### src/rtl/register.sv
// rtl/register.sv - APB register file slave with configurable wait states.
// Writes commit on the completing edge only; there is no read-data path.
module register #(
    parameter int ADDR_W      = 8,
    parameter int DATA_W      = 8,
    parameter int NUM_REGS    = 256,
    parameter int WAIT_STATES = 0
) (
    input  logic              pclk,
    input  logic              presetn,
    input  logic              psel,
    input  logic              penable,
    input  logic              pwrite,
    input  logic [ADDR_W-1:0] paddr,
    input  logic [DATA_W-1:0] pwdata,
    output logic              pready
);

    typedef enum logic [1:0] {
        IDLE   = 2'd0,
        SETUP  = 2'd1,
        ACCESS = 2'd2
    } state_t;

    state_t      state_q, state_d;
    logic [3:0]  wait_q, wait_d;
    logic        in_access;
    logic        wr_commit;

    logic [DATA_W-1:0] regs [0:NUM_REGS-1];

    // SETUP here means the setup phase has been seen, so the first access cycle
    // is qualified by state SETUP and the wait counter counts it too.
    assign in_access = psel && penable && (state_q == SETUP || state_q == ACCESS);
    assign pready    = in_access && (wait_q == 4'(WAIT_STATES));
    assign wr_commit = pready && pwrite;

    always_comb begin
        state_d = state_q;
        wait_d  = '0;
        case (state_q)
            IDLE: begin
                if (psel && !penable) state_d = SETUP;
            end
            SETUP: begin
                if (!psel)        state_d = IDLE;
                else if (penable) state_d = pready ? IDLE : ACCESS;
            end
            ACCESS: begin
                if (!psel)         state_d = IDLE;
                else if (!penable) state_d = SETUP;
                else if (pready)   state_d = IDLE;
            end
            default: state_d = IDLE;
        endcase
        if (in_access && !pready) wait_d = wait_q + 4'd1;
    end

    always_ff @(posedge pclk or posedge presetn) begin
        if (presetn) begin
            state_q <= IDLE;
            wait_q  <= '0;
            for (int i = 0; i < NUM_REGS; i++) regs[i] <= '0;
        end else begin
            state_q <= state_d;
            wait_q  <= wait_d;
            // Addresses beyond NUM_REGS match no entry and are dropped.
            for (int i = 0; i < NUM_REGS; i++) begin
                if (wr_commit && paddr == ADDR_W'(i)) regs[i] <= pwdata;
            end
        end
    end

endmodule

### config.mk
export PLATFORM = sky130hd
export DESIGN_NAME = register
export DESIGN_NICKNAME = d
export VERILOG_FILES = /design/src/rtl/register.sv
export SDC_FILE = /design/constraint.sdc
export NUM_CORES = 1
export LEC_CHECK = 0
export ABC_AREA = 1
export BUFFER_PORTS_ARGS = -buffer_cell sky130_fd_sc_hd__buf_2
export CORE_AREA = 2 2 39 41
export DETAILED_ROUTE_END_ITERATION = 8
export DIE_AREA = 0 0 41 43
export MAX_ROUTING_LAYER = met4
export SYNTH_ARGS = -nofsm -noshare
export SYNTH_HDL_FRONTEND = slang
export SYNTH_SLANG_ARGS = --single-unit
### constraint.sdc
create_clock -name pclk -period 1.2 [get_ports pclk]
set_input_delay 0.24 -clock pclk [delete_from_list [all_inputs] [get_ports pclk]]
set_output_delay 0.24 -clock pclk [all_outputs]
set_load 0.01 [all_outputs]
==> flow_results.xml, run 1 <==
<?xml version="1.0" encoding="UTF-8"?>
<metrics>
  <group name="clock_tree">
    <metric name="tritoncts" unit="">built</metric>
    <metric name="clkSlewWorstSetupHoldPaths" unit="ns">0.04</metric>
    <metric name="clk_sink_count" unit="">6</metric>
    <metric name="clk_latency" unit="ns">0.23</metric>
    <metric name="clock_tree.buffer_depth" unit="">2</metric>
    <metric name="ctsHtreeMaxLevel" unit="">1</metric>
    <metric name="clock_buffers_created_by_tritoncts" unit="">3</metric>
    <metric name="cts.root.buffer_cell" unit="">clkbuf_4</metric>
  </group>
  <group name="setup_path">
    <metric name="path_delay_family" unit="">flip-flops</metric>
    <metric name="crit_type" unit="">reg -&gt; out</metric>
    <metric name="timing.critical_path.cells" unit="">inv_2 -&gt; ha_4 -&gt; nand3_4 -&gt; inv_2 -&gt; nand3_2 -&gt; inv_2 -&gt; buf_6</metric>
    <metric name="critPathCaptureType" unit="">output pin</metric>
    <metric name="timing.critical_path.arrival" unit="ns">1.25</metric>
    <metric name="path_max_fanout" unit="">2</metric>
    <metric name="worst-path-buf-inv" unit="">4</metric>
    <metric name="crit_path_start_kind" unit="">flop</metric>
    <metric name="critPathRequiredTime" unit="ns">0.96</metric>
    <metric name="critPathMostFrequentCell" unit="">inv_2</metric>
    <metric name="standard_cell_with_the_maximum_stage_delay_on_the_critical_path" unit="">dfrtp_1</metric>
    <metric name="max_stage_delay" unit="ns">0.35</metric>
  </group>
  <group name="logic_synthesis">
    <metric name="yosysTopAreaCellShare" unit="">0.3614</metric>
    <metric name="post_synth_main_area_contributors" unit="">dfrtp_1 (36%), ha_1 (18%), inv_1 (9.9%)</metric>
    <metric name="synth.largest_area_cell" unit="">dfrtp_1</metric>
    <metric name="postSynthRegisterBits" unit="">6</metric>
    <metric name="ys_warnings" unit="">0</metric>
    <metric name="postSynthNetCount" unit="">79</metric>
    <metric name="post_synth_xor_area_fraction" unit="">0.04217</metric>
    <metric name="synth_simple_gate_area_share" unit="">0.2771</metric>
    <metric name="postSynth.asyncResetShare" unit="">1.000</metric>
    <metric name="synth_top_family_by_area" unit="">simple AND/OR/NAND/NOR gates</metric>
    <metric name="netlist_area" unit="sq um">415.4</metric>
    <metric name="yosysMostFrequentCell" unit="">inv_1</metric>
    <metric name="syn_area_per_cell" unit="sq um">7.988</metric>
    <metric name="synth.top_cells.by_count" unit="">inv_1 (11), nand2_1 (8), nand3_1 (7)</metric>
    <metric name="synth_compound_area_frac" unit="">0.03916</metric>
    <metric name="synth_edf_count" unit="">0</metric>
    <metric name="synthMuxAreaShare" unit="">0</metric>
    <metric name="synthFlopType" unit="">dfrtp_1</metric>
    <metric name="ys_types" unit="">13</metric>
    <metric name="ys_seq_area_frac" unit="">0.3614</metric>
    <metric name="synth_adder_area_share" unit="">0.1807</metric>
    <metric name="post_synth_inst_count" unit="">52</metric>
  </group>
  <group name="drt">
    <metric name="drt_iter0_drc" unit="">1</metric>
    <metric name="remaining_drc_errors" unit="">0</metric>
    <metric name="detail_route.first_pass.iterations" unit="">2</metric>
    <metric name="routedWlPerCell" unit="um">8.381</metric>
    <metric name="route.detailed.vias_per_inst" unit="">4.119</metric>
    <metric name="routed_wirelength" unit="um">704</metric>
    <metric name="dr_total_vias" unit="">346</metric>
    <metric name="drt.antenna.violating_nets" unit="">0</metric>
  </group>
  <group name="sta">
    <metric name="worst_slew_pin_slew" unit="ns">0.2124</metric>
    <metric name="setup_viol" unit="">3</metric>
    <metric name="max-slew-margin-rel" unit="">0.8583</metric>
    <metric name="setup_slack" unit="ns">-0.2920</metric>
    <metric name="timing_hold_violations_final" unit="">0</metric>
    <metric name="worst_clock_skew" unit="ns">0.001202</metric>
    <metric name="tightest_hold_margin" unit="ns">0.4337</metric>
    <metric name="timing.final.crit_share" unit="">1.243</metric>
    <metric name="fin_max_slew_vios" unit="">0</metric>
    <metric name="timing.fmax" unit="MHz">670.2</metric>
    <metric name="grt_setup_unrepaired" unit="">yes</metric>
    <metric name="finalWorstPathRequiredPeriod" unit="ns">1.492</metric>
  </group>
  <group name="final_layout">
    <metric name="antenna-diode-count" unit="">0</metric>
    <metric name="syn2layout_area_growth" unit="%">43.07</metric>
    <metric name="nNetsFinal" unit="">97</metric>
    <metric name="num-fill-cells" unit="">149</metric>
    <metric name="final_layout_size_suffix_gt1_frac" unit="">0.4118</metric>
  </group>
  <group name="place">
    <metric name="port_buf_inserts" unit="">4</metric>
    <metric name="gp_routability_congestion" unit="">0.7005</metric>
    <metric name="place_hpwl" unit="um">608.2</metric>
  </group>
  <group name="grt">
    <metric name="global_route_total_overflow" unit="">0</metric>
    <metric name="first_global_vias" unit="">355</metric>
    <metric name="first_pass_grt_wire_length" unit="um">1255</metric>
    <metric name="grt_start_max_net_pins" unit="">7</metric>
    <metric name="total_track_usage" unit="">0.1093</metric>
    <metric name="grt_antenna_before_repair" unit="">0</metric>
  </group>
  <group name="pwr">
    <metric name="ir_worst_vdd" unit="V">0.0009638</metric>
    <metric name="leakage" unit="nW">0.3081</metric>
    <metric name="power_per_cell_area" unit="mW/mm^2">1687</metric>
    <metric name="total_power" unit="W">0.001002</metric>
  </group>
  <group name="die">
    <metric name="io-pin-count" unit="">22</metric>
    <metric name="core_area" unit="sq mm">0.001384</metric>
    <metric name="row_count" unit="">14</metric>
    <metric name="die-area" unit="sq mm">0.001763</metric>
    <metric name="dieHeight" unit="um">43</metric>
    <metric name="die_w" unit="um">41</metric>
    <metric name="initial_core_util" unit="">0.3002</metric>
  </group>
  <group name="status">
    <metric name="run_status" unit="">finished with violations</metric>
    <metric name="violated_checks" unit="">negative setup slack</metric>
  </group>
  <group name="run">
    <metric name="timing.max_cap.violations" unit="">0</metric>
  </group>
  <group name="hold_path">
    <metric name="timing.hold.worst.class" unit="">in -&gt; reg</metric>
  </group>
</metrics>
[layout make-up]
class,count,area [sq um],area share
well taps,16,20.02,0.03368
multi-input cells,35,264.0,0.4442
inverters,11,41.29,0.06947
repair buffers,13,96.34,0.1621
flip-flops and latches,6,150.1,0.2526
clock buffers,3,22.52,0.03789
[flip-flops by register name, summed over array words and instances, names as in the netlist]
name and count:
wait_q 4, state_q 2
[path summary, 6_finish.rpt]
path / from / to / slack, ns / cells after the start
setup / recovery: state_q[0] / pready / -0.29 / 7
hold / removal: psel / state_q[1] / 0.43 / 5
setup reg to reg: state_q[0] / state_q[1] / -0.20 / 9
hold reg to reg: wait_q[0] / wait_q[0] / 0.53 / 2
max in group asynchronous: presetn / wait_q[0] / 0.57 / 3
min in group asynchronous: presetn / wait_q[2] / 0.45 / 3
[routing by layer]
layer | GRT usage | up-vias | routed length [um] | share of wire
li1 | - | 191 | - | -
met1 | 0.1167 | 152 | 319 | 0.45
met2 | 0.1813 | 3 | 375 | 0.53
met3 | 0.01571 | 0 | 9 | 0.013
met4 | 0.06000 | 0 | 0 | 0
met5 | - | - | 0 | 0
[cell families (layout without fill, tap and decap cells)]
logic type | after synthesis | in the layout
simple gates | 25 | 25
buf+inv | 11 | 27
fa+ha+maj | 6 | 6
xor+xnor | 2 | 2
compound gates | 2 | 2
flops | 6 | 6
[stage by stage]
step / setup WS [ns] / utilization / setup TNS [ns] / std cells / instance area (sq um)
after global routing: -0.3641 / 0.4295 / -0.9012 / 84 / 594.3
after CTS: -0.3154 / 0.4241 / -0.5910 / 83 / 586.8
after detailed placement: -0.1179 / 0.3635 / -0.3131 / 77 / 503.0
final: -0.2920 / 0.4295 / -0.6813 / 84 / 594.3
after global placement: -0.1006 / 0.3635 / -0.2331 / 77 / 503.0
after floorplan: -0.009334 / - / -0.009334 / 52 / 425.4
[power breakdown]
part	switching [W]	internal [W]	total (W)
logic	0.000279	0.000291	0.000570
registers	0.0000215	0.000238	0.000260
clock network	0.0000604	0.000112	0.000173
total	0.000361	0.000641	0.00100
[cell usage in the layout, fill, tap and decap left out]
cell type      count
dlygate4sd3_1      1
xor2_1             1
nor2_1             5
buf_6              1
ha_1               4
nand3_1            5
ha_2               1
ha_4               1
nand4_1            1
nor2_2             1
nand3_2            1
nand2_1            8
buf_4              8
clkbuf_4           3
dfrtp_1            6
a21oi_1            1
nand3_4            1
xnor2_1            1
nand2_2            3
inv_2              4
inv_1              7
o21bai_4           1
buf_2              3
[worst min-delay path, cell delays in order]
cell	delay, ns
buf_2	0.14
nand2_1	0.06
nor2_1	0.04
nand4_1	0.09
nand2_1	0.06
[timing repair]
item	in CTS	in global routing
buffers inserted	2	1
hold endpoints to repair	6	0
resized for setup	7	0
hold buffers	1	0
pin swaps	2	1
setup endpoints to repair	3	3
No activity file was read; power rests on OpenSTA's default activity.
==> run 2: changes to the inputs <==
--- a/config.mk
+++ b/config.mk
@@ -11,6 +11,7 @@
 export DETAILED_ROUTE_END_ITERATION = 8
 export DIE_AREA = 0 0 41 43
 export MAX_ROUTING_LAYER = met4
+export REMOVE_ABC_BUFFERS = 1
 export SYNTH_ARGS = -nofsm -noshare
 export SYNTH_HDL_FRONTEND = slang
 export SYNTH_SLANG_ARGS = --single-unit
==> flow_results.xml, run 2 (synthesized netlist as in run 1, its figures left out) <==
<?xml version="1.0" encoding="UTF-8"?>
<metrics>
  <group name="sta">
    <metric name="fin_max_slew_vios" unit="">0</metric>
    <metric name="timing.fmax" unit="MHz">657.9</metric>
    <metric name="max-slew-margin-rel" unit="">0.8643</metric>
    <metric name="timing_hold_violations_final" unit="">0</metric>
    <metric name="setup_viol" unit="">3</metric>
    <metric name="worst_clock_skew" unit="ns">0.002662</metric>
    <metric name="timing.final.crit_share" unit="">1.267</metric>
    <metric name="finalWorstPathRequiredPeriod" unit="ns">1.520</metric>
    <metric name="setup-tns-final" unit="ns">-0.5944</metric>
    <metric name="grt_setup_unrepaired" unit="">yes</metric>
    <metric name="worst_slew_pin_slew" unit="ns">0.2033</metric>
    <metric name="setup_slack" unit="ns">-0.3201</metric>
  </group>
  <group name="die">
    <metric name="core_area" unit="sq mm">0.001384</metric>
    <metric name="dieHeight" unit="um">43</metric>
    <metric name="initial_core_util" unit="">0.3002</metric>
    <metric name="die_w" unit="um">41</metric>
    <metric name="io-pin-count" unit="">22</metric>
    <metric name="row_count" unit="">14</metric>
    <metric name="die-area" unit="sq mm">0.001763</metric>
  </group>
  <group name="drt">
    <metric name="remaining_drc_errors" unit="">0</metric>
    <metric name="routedWlPerCell" unit="um">8.524</metric>
    <metric name="drt_iter0_drc" unit="">1</metric>
    <metric name="routed_wirelength" unit="um">716</metric>
    <metric name="dr_total_vias" unit="">349</metric>
    <metric name="detail_route.first_pass.iterations" unit="">3</metric>
    <metric name="drt.antenna.violating_nets" unit="">0</metric>
    <metric name="route.detailed.vias_per_inst" unit="">4.155</metric>
  </group>
  <group name="place">
    <metric name="worst_slack_placed" unit="ns">-0.1662</metric>
    <metric name="gp_routability_congestion" unit="">0.6821</metric>
    <metric name="port_buf_inserts" unit="">4</metric>
    <metric name="placed_cell_area" unit="sq um">508.0</metric>
    <metric name="place_hpwl" unit="um">582.4</metric>
  </group>
  <group name="grt">
    <metric name="grt_start_max_net_pins" unit="">7</metric>
    <metric name="grt_antenna_before_repair" unit="">0</metric>
    <metric name="total_track_usage" unit="">0.1113</metric>
    <metric name="first_global_vias" unit="">328</metric>
    <metric name="global_route_total_overflow" unit="">0</metric>
    <metric name="first_pass_grt_wire_length" unit="um">1200</metric>
  </group>
  <group name="setup_path">
    <metric name="critPathMostFrequentCell" unit="">inv_2</metric>
    <metric name="timing.critical_path.arrival" unit="ns">1.28</metric>
    <metric name="crit_path_start_kind" unit="">flop</metric>
    <metric name="reg2regPathDepth" unit="">8</metric>
    <metric name="reg2reg_from" unit="">state_q[1]</metric>
    <metric name="timing.critical_path.cells" unit="">inv_2 -&gt; ha_4 -&gt; nand3_4 -&gt; inv_2 -&gt; nand3_2 -&gt; inv_1 -&gt; buf_2</metric>
    <metric name="path_max_fanout" unit="">2</metric>
    <metric name="timing.reg2reg.setup_slack" unit="ns">-0.14</metric>
    <metric name="crit_type" unit="">reg -&gt; out</metric>
    <metric name="critPathCaptureType" unit="">output pin</metric>
    <metric name="standard_cell_with_the_maximum_stage_delay_on_the_critical_path" unit="">dfrtp_1</metric>
    <metric name="worstReg2RegEnd" unit="">state_q[1]</metric>
    <metric name="max_stage_delay" unit="ns">0.36</metric>
    <metric name="critPathRequiredTime" unit="ns">0.96</metric>
  </group>
  <group name="clock_tree">
    <metric name="clk_latency" unit="ns">0.24</metric>
    <metric name="clkSlewWorstSetupHoldPaths" unit="ns">0.04</metric>
    <metric name="clock_tree.buffer_depth" unit="">2</metric>
    <metric name="tritoncts" unit="">built</metric>
    <metric name="cts.root.buffer_cell" unit="">clkbuf_4</metric>
    <metric name="clock_buffers_created_by_tritoncts" unit="">3</metric>
    <metric name="clk_sink_count" unit="">6</metric>
    <metric name="ctsHtreeMaxLevel" unit="">1</metric>
  </group>
  <group name="final_layout">
    <metric name="layout.cells.most_common_list" unit="">inv_1 (8), nand2_1 (8), buf_4 (8)</metric>
    <metric name="antenna-diode-count" unit="">0</metric>
    <metric name="largest_reg_flops" unit="">4</metric>
    <metric name="reg.largest.list" unit="">wait_q (4), state_q (2)</metric>
    <metric name="nNetsFinal" unit="">97</metric>
    <metric name="finalInstanceArea" unit="sq um">588.1</metric>
    <metric name="area.sequential" unit="sq um">150.1</metric>
    <metric name="syn2layout_area_growth" unit="%">41.57</metric>
    <metric name="num-fill-cells" unit="">144</metric>
    <metric name="multi_input_area" unit="sq um">264.0</metric>
    <metric name="registers.top_by_ff_count" unit="">wait_q</metric>
    <metric name="final_layout_size_suffix_gt1_frac" unit="">0.3971</metric>
  </group>
  <group name="pwr">
    <metric name="leakage" unit="nW">0.3104</metric>
    <metric name="total_power" unit="W">0.001029</metric>
    <metric name="ir_worst_vdd" unit="V">0.0009043</metric>
    <metric name="power_per_cell_area" unit="mW/mm^2">1750</metric>
  </group>
  <group name="run">
    <metric name="timing.max_cap.violations" unit="">0</metric>
  </group>
  <group name="hold_path">
    <metric name="timing.hold.worst.class" unit="">in -&gt; async</metric>
  </group>
  <group name="status">
    <metric name="violated_checks" unit="">negative setup slack</metric>
    <metric name="run_status" unit="">finished with violations</metric>
  </group>
</metrics>
[run 2: cell counts in the layout (fill, tap and decap cells not counted)]
Identical to the previous run, type by type.
[run 2: how the worst max path moves through the flow]
stage	start	end	cells after the start
6_report	state_q[0]	pready	7
5_1_grt	state_q[0]	pready	7
4_1_cts	state_q[0]	pready	7
3_5_place_dp	state_q[0]	state_q[1]	8
3_3_place_gp	state_q[0]	state_q[1]	8
2_1_floorplan	state_q[0]	pready	6
[run 2: through the flow]
step,hold slack (ns),instances,util
final,0.4373,84,0.4250
after global routing,0.4429,84,0.4250
after CTS,0.4181,84,0.4195
after detailed placement,0.1501,79,0.3671
after global placement,0.1487,79,0.3671
after floorplan,0.03096,52,-
[run 2: repair_timing]
action | 4_1_cts | 5_1_grt
hold endpoints to repair | 6 | 0
resized for setup | 8 | 1
setup endpoints to repair | 3 | 3
hold buffers | 1 | 0
setup buffers | 1 | 0
pin swaps | 3 | 1
[run 2: critical path, delay by kind of cell (launching register included)]
family | cells | cell delay, ns
DFF | 1 | 0.36
buffers and inverters | 4 | 0.29
adders and majority gates | 1 | 0.27
and+or+nand+nor | 2 | 0.13
[run 2: final cells by class]
class | count | area share
multi-input cells | 35 | 0.4489
repair buffers | 13 | 0.1532
inverters | 11 | 0.07021
clock buffers | 3 | 0.03830
well taps | 16 | 0.03404
flip-flops and latches | 6 | 0.2553
[run 2: routing by layer]
metal / GRT usage / share of wire / routed length (um)
met4: 0.08000 / 0 / 0
met3: 0.03141 / 0.017 / 12
met5: - / 0 / 0
met1: 0.1067 / 0.42 / 301
met2: 0.1781 / 0.56 / 402
[run 2: where the power goes]
part | leakage (nW) | switching, W | internal [W]
clock | 0.0138 | 0.0000602 | 0.000112
sequential | 0.0815 | 0.0000227 | 0.000238
combinational | 0.215 | 0.000290 | 0.000306
total | 0.310 | 0.000373 | 0.000656
==> run 3: changes to the inputs <==
--- a/config.mk
+++ b/config.mk
@@ -5,12 +5,14 @@
 export SDC_FILE = /design/constraint.sdc
 export NUM_CORES = 1
 export LEC_CHECK = 0
-export ABC_AREA = 1
 export BUFFER_PORTS_ARGS = -buffer_cell sky130_fd_sc_hd__buf_2
-export CORE_AREA = 2 2 39 41
+export CELL_PAD_IN_SITES_DETAIL_PLACEMENT = 2
+export CELL_PAD_IN_SITES_GLOBAL_PLACEMENT = 2
+export CORE_MARGIN = 1.5
+export CORE_UTILIZATION = 20
 export DETAILED_ROUTE_END_ITERATION = 8
-export DIE_AREA = 0 0 41 43
 export MAX_ROUTING_LAYER = met4
+export PLACE_DENSITY_LB_ADDON = 0.1
 export REMOVE_ABC_BUFFERS = 1
 export SYNTH_ARGS = -nofsm -noshare
 export SYNTH_HDL_FRONTEND = slang
==> flow_results.xml, run 3 <==
<?xml version="1.0" encoding="UTF-8"?>
<metrics>
  <group name="setup_path">
    <metric name="max_stage_delay" unit="ns">0.36</metric>
    <metric name="timing.critical_path.arrival" unit="ns">1.68</metric>
    <metric name="critPathRequiredTime" unit="ns">1.33</metric>
    <metric name="timing.critical_path.cells" unit="">inv_2 -&gt; ha_4 -&gt; a31oi_2 -&gt; a221o_1 -&gt; mux2_4</metric>
    <metric name="standard_cell_with_the_maximum_stage_delay_on_the_critical_path" unit="">dfrtp_1</metric>
    <metric name="crit_type" unit="">reg -&gt; reg</metric>
    <metric name="path_max_fanout" unit="">2</metric>
    <metric name="crit_path_start_kind" unit="">flop</metric>
    <metric name="critPathCaptureType" unit="">flop</metric>
  </group>
  <group name="sta">
    <metric name="worst_clock_skew" unit="ns">0.004030</metric>
    <metric name="timing_hold_violations_final" unit="">0</metric>
    <metric name="setup_slack" unit="ns">-0.3534</metric>
    <metric name="max-slew-margin-rel" unit="">0.8391</metric>
    <metric name="finalWorstPathRequiredPeriod" unit="ns">1.553</metric>
    <metric name="grt_setup_unrepaired" unit="">yes</metric>
    <metric name="timing.fmax" unit="MHz">643.7</metric>
    <metric name="setup_viol" unit="">7</metric>
    <metric name="setup-tns-final" unit="ns">-1.115</metric>
    <metric name="worst_slew_pin_slew" unit="ns">0.2410</metric>
    <metric name="fin_max_slew_vios" unit="">0</metric>
    <metric name="timing.final.crit_share" unit="">1.295</metric>
  </group>
  <group name="pwr">
    <metric name="leakage" unit="nW">0.3185</metric>
    <metric name="ir_worst_vdd" unit="V">0.0005055</metric>
    <metric name="power_per_cell_area" unit="mW/mm^2">1723</metric>
  </group>
  <group name="die">
    <metric name="core_area" unit="sq mm">0.001764</metric>
    <metric name="io-pin-count" unit="">22</metric>
    <metric name="row_count" unit="">15</metric>
    <metric name="die_w" unit="um">46.83</metric>
    <metric name="initial_core_util" unit="">0.2177</metric>
    <metric name="dieHeight" unit="um">46.83</metric>
    <metric name="die-area" unit="sq mm">0.002193</metric>
  </group>
  <group name="clock_tree">
    <metric name="clkSlewWorstSetupHoldPaths" unit="ns">0.05</metric>
    <metric name="clk_sink_count" unit="">6</metric>
    <metric name="cts.root.buffer_cell" unit="">clkbuf_4</metric>
    <metric name="ctsHtreeMaxLevel" unit="">1</metric>
    <metric name="tritoncts" unit="">built</metric>
    <metric name="clock_buffers_created_by_tritoncts" unit="">3</metric>
    <metric name="clk_latency" unit="ns">0.25</metric>
    <metric name="clock_tree.buffer_depth" unit="">2</metric>
  </group>
  <group name="logic_synthesis">
    <metric name="post_synth_main_area_contributors" unit="">dfrtp_1 (39%), ha_1 (20%), inv_1 (5.9%)</metric>
    <metric name="syn_area_per_cell" unit="sq um">9.603</metric>
    <metric name="yosysTopAreaCellShare" unit="">0.3909</metric>
    <metric name="netlist_area" unit="sq um">384.1</metric>
    <metric name="ys_warnings" unit="">0</metric>
    <metric name="synthFlopType" unit="">dfrtp_1</metric>
    <metric name="ys_types" unit="">17</metric>
    <metric name="synth_edf_count" unit="">0</metric>
    <metric name="ys_seq_area_frac" unit="">0.3909</metric>
    <metric name="postSynth.asyncResetShare" unit="">1.000</metric>
    <metric name="post_synth_inst_count" unit="">40</metric>
    <metric name="synth.top_cells.by_count" unit="">dfrtp_1 (6), ha_1 (6), inv_1 (6), nor2_1 (6)</metric>
    <metric name="postSynthRegisterBits" unit="">6</metric>
    <metric name="synth.largest_area_cell" unit="">dfrtp_1</metric>
  </group>
  <group name="grt">
    <metric name="first_pass_grt_wire_length" unit="um">1649</metric>
    <metric name="grt_start_max_net_pins" unit="">7</metric>
    <metric name="grt_antenna_before_repair" unit="">0</metric>
    <metric name="first_global_vias" unit="">397</metric>
    <metric name="total_track_usage" unit="">0.1160</metric>
    <metric name="global_route_total_overflow" unit="">0</metric>
  </group>
  <group name="final_layout">
    <metric name="largest_reg_flops" unit="">4</metric>
    <metric name="num-fill-cells" unit="">214</metric>
    <metric name="final_layout_size_suffix_gt1_frac" unit="">0.5385</metric>
    <metric name="nNetsFinal" unit="">94</metric>
    <metric name="syn2layout_area_growth" unit="%">65.80</metric>
    <metric name="most_common_cell_after_layout_fill_and_taps_aside" unit="">buf_4</metric>
    <metric name="reg.largest.list" unit="">wait_q (4), state_q (2)</metric>
    <metric name="layout.cells.most_common_list" unit="">buf_4 (16), dfrtp_1 (6), nor2_1 (5)</metric>
    <metric name="antenna-diode-count" unit="">0</metric>
    <metric name="registers.top_by_ff_count" unit="">wait_q</metric>
  </group>
  <group name="place">
    <metric name="gp_routability_congestion" unit="">0.7202</metric>
    <metric name="worst_slack_placed" unit="ns">-0.4327</metric>
    <metric name="place_hpwl" unit="um">831.7</metric>
    <metric name="port_buf_inserts" unit="">4</metric>
  </group>
  <group name="status">
    <metric name="violated_checks" unit="">negative setup slack</metric>
    <metric name="run_status" unit="">finished with violations</metric>
  </group>
  <group name="drt">
    <metric name="remaining_drc_errors" unit="">0</metric>
    <metric name="route.detailed.vias_per_inst" unit="">4.089</metric>
    <metric name="detail_route.first_pass.iterations" unit="">3</metric>
    <metric name="drt.antenna.violating_nets" unit="">0</metric>
    <metric name="routedWlPerCell" unit="um">11.09</metric>
    <metric name="routed_wirelength" unit="um">998</metric>
    <metric name="drt_iter0_drc" unit="">6</metric>
    <metric name="dr_total_vias" unit="">368</metric>
  </group>
  <group name="hold_path">
    <metric name="timing.hold.worst.class" unit="">in -&gt; async</metric>
  </group>
  <group name="run">
    <metric name="timing.max_cap.violations" unit="">0</metric>
  </group>
</metrics>
## run 3: cell types whose count changed after synthesis, moves of 2 or more
| cell | delta |
|---|---|
| inv_1 | -5 |
| nor2b_1 | +2 |
| nand2_2 | -3 |
| nand3_1 | -5 |
| nand2_1 | -6 |
## run 3: cells by family after synthesis
logic type | after synthesis | synth area share
AOI/OAI and AO/OA | 4 | 0.07818
xor gates and xnor gates | 2 | 0.04561
adders and majority gates | 6 | 0.1954
buffers and inverters | 6 | 0.05863
DFF | 6 | 0.3909
muxes | 1 | 0.03908
and+or+nand+nor | 15 | 0.1922
## run 3: layout make-up
type / count / area (sq um) / share of cell area
clock buffers: 3 / 22.52 / 0.03536
inverters: 6 / 22.52 / 0.03536
multi-input cells: 28 / 249.0 / 0.3910
flip-flops and latches: 6 / 150.1 / 0.2358
well taps: 25 / 31.28 / 0.04912
repair buffers: 22 / 161.4 / 0.2534
## run 3: metal layers
layer  up-vias  track usage  part of all wire
met5         -            -                 0
met4         0      0.03333            0.0060
met3         2      0.05769             0.041
met2         4       0.1836              0.52
met1       180       0.1285              0.43
li1        182            -                 -
## run 3: critical path, delay by kind of cell (launching register included)
kind	cells	cell delay [ns]
AO/OA/AOI/OAI	2	0.44
flip-flops	1	0.36
multiplexers	1	0.30
adder cells (fa/ha/maj)	1	0.27
buffers and inverters	1	0.06
## run 3: path summary, 6_finish.rpt
kind / from / endpoint / slack [ns] / cells after the start
max reg2reg: state_q[0] / state_q[0] / -0.35 / 5
min in group pclk: penable / wait_q[0] / 0.49 / 4
max in group asynchronous: presetn / state_q[0] / 0.55 / 3
max: state_q[0] / state_q[0] / -0.35 / 5
min reg2reg: wait_q[0] / wait_q[0] / 0.54 / 2
min: presetn / wait_q[2] / 0.45 / 3
## run 3: per-stage QoR
step / hold slack [ns] / std cells / total power (W) / utilization / area (sq um)
CTS: 0.4553 / 89 / 0.001070 / 0.3553 / 626.9
global route: 0.4826 / 90 / 0.001189 / 0.3610 / 636.9
global placement: 0.1623 / 85 / 0.0007183 / 0.3149 / 555.5
floorplan: 0.03096 / 40 / 0.0005014 / - / 384.1
finish: 0.4502 / 90 / 0.001097 / 0.3610 / 636.9
detailed placement: 0.1736 / 85 / 0.0007545 / 0.3149 / 555.5
## run 3: report_power, final
part | switching [W] | internal (W) | total, W
Sequential | 0.0000194 | 0.000231 | 0.000250
Combinational | 0.000253 | 0.000405 | 0.000658
Clock | 0.0000757 | 0.000113 | 0.000189
## run 3: what timing repair did
| action | in CTS | in global routing |
|---|---|---|
| hold buffers | 1 | 0 |
| gates cloned | 0 | 0 |
| endpoints found under the hold margin | 6 | 0 |
| setup buffers | 0 | 1 |
| setup endpoints to repair | 7 | 7 |
| resized for setup | 9 | 1 |
| pin swaps | 7 | 2 |
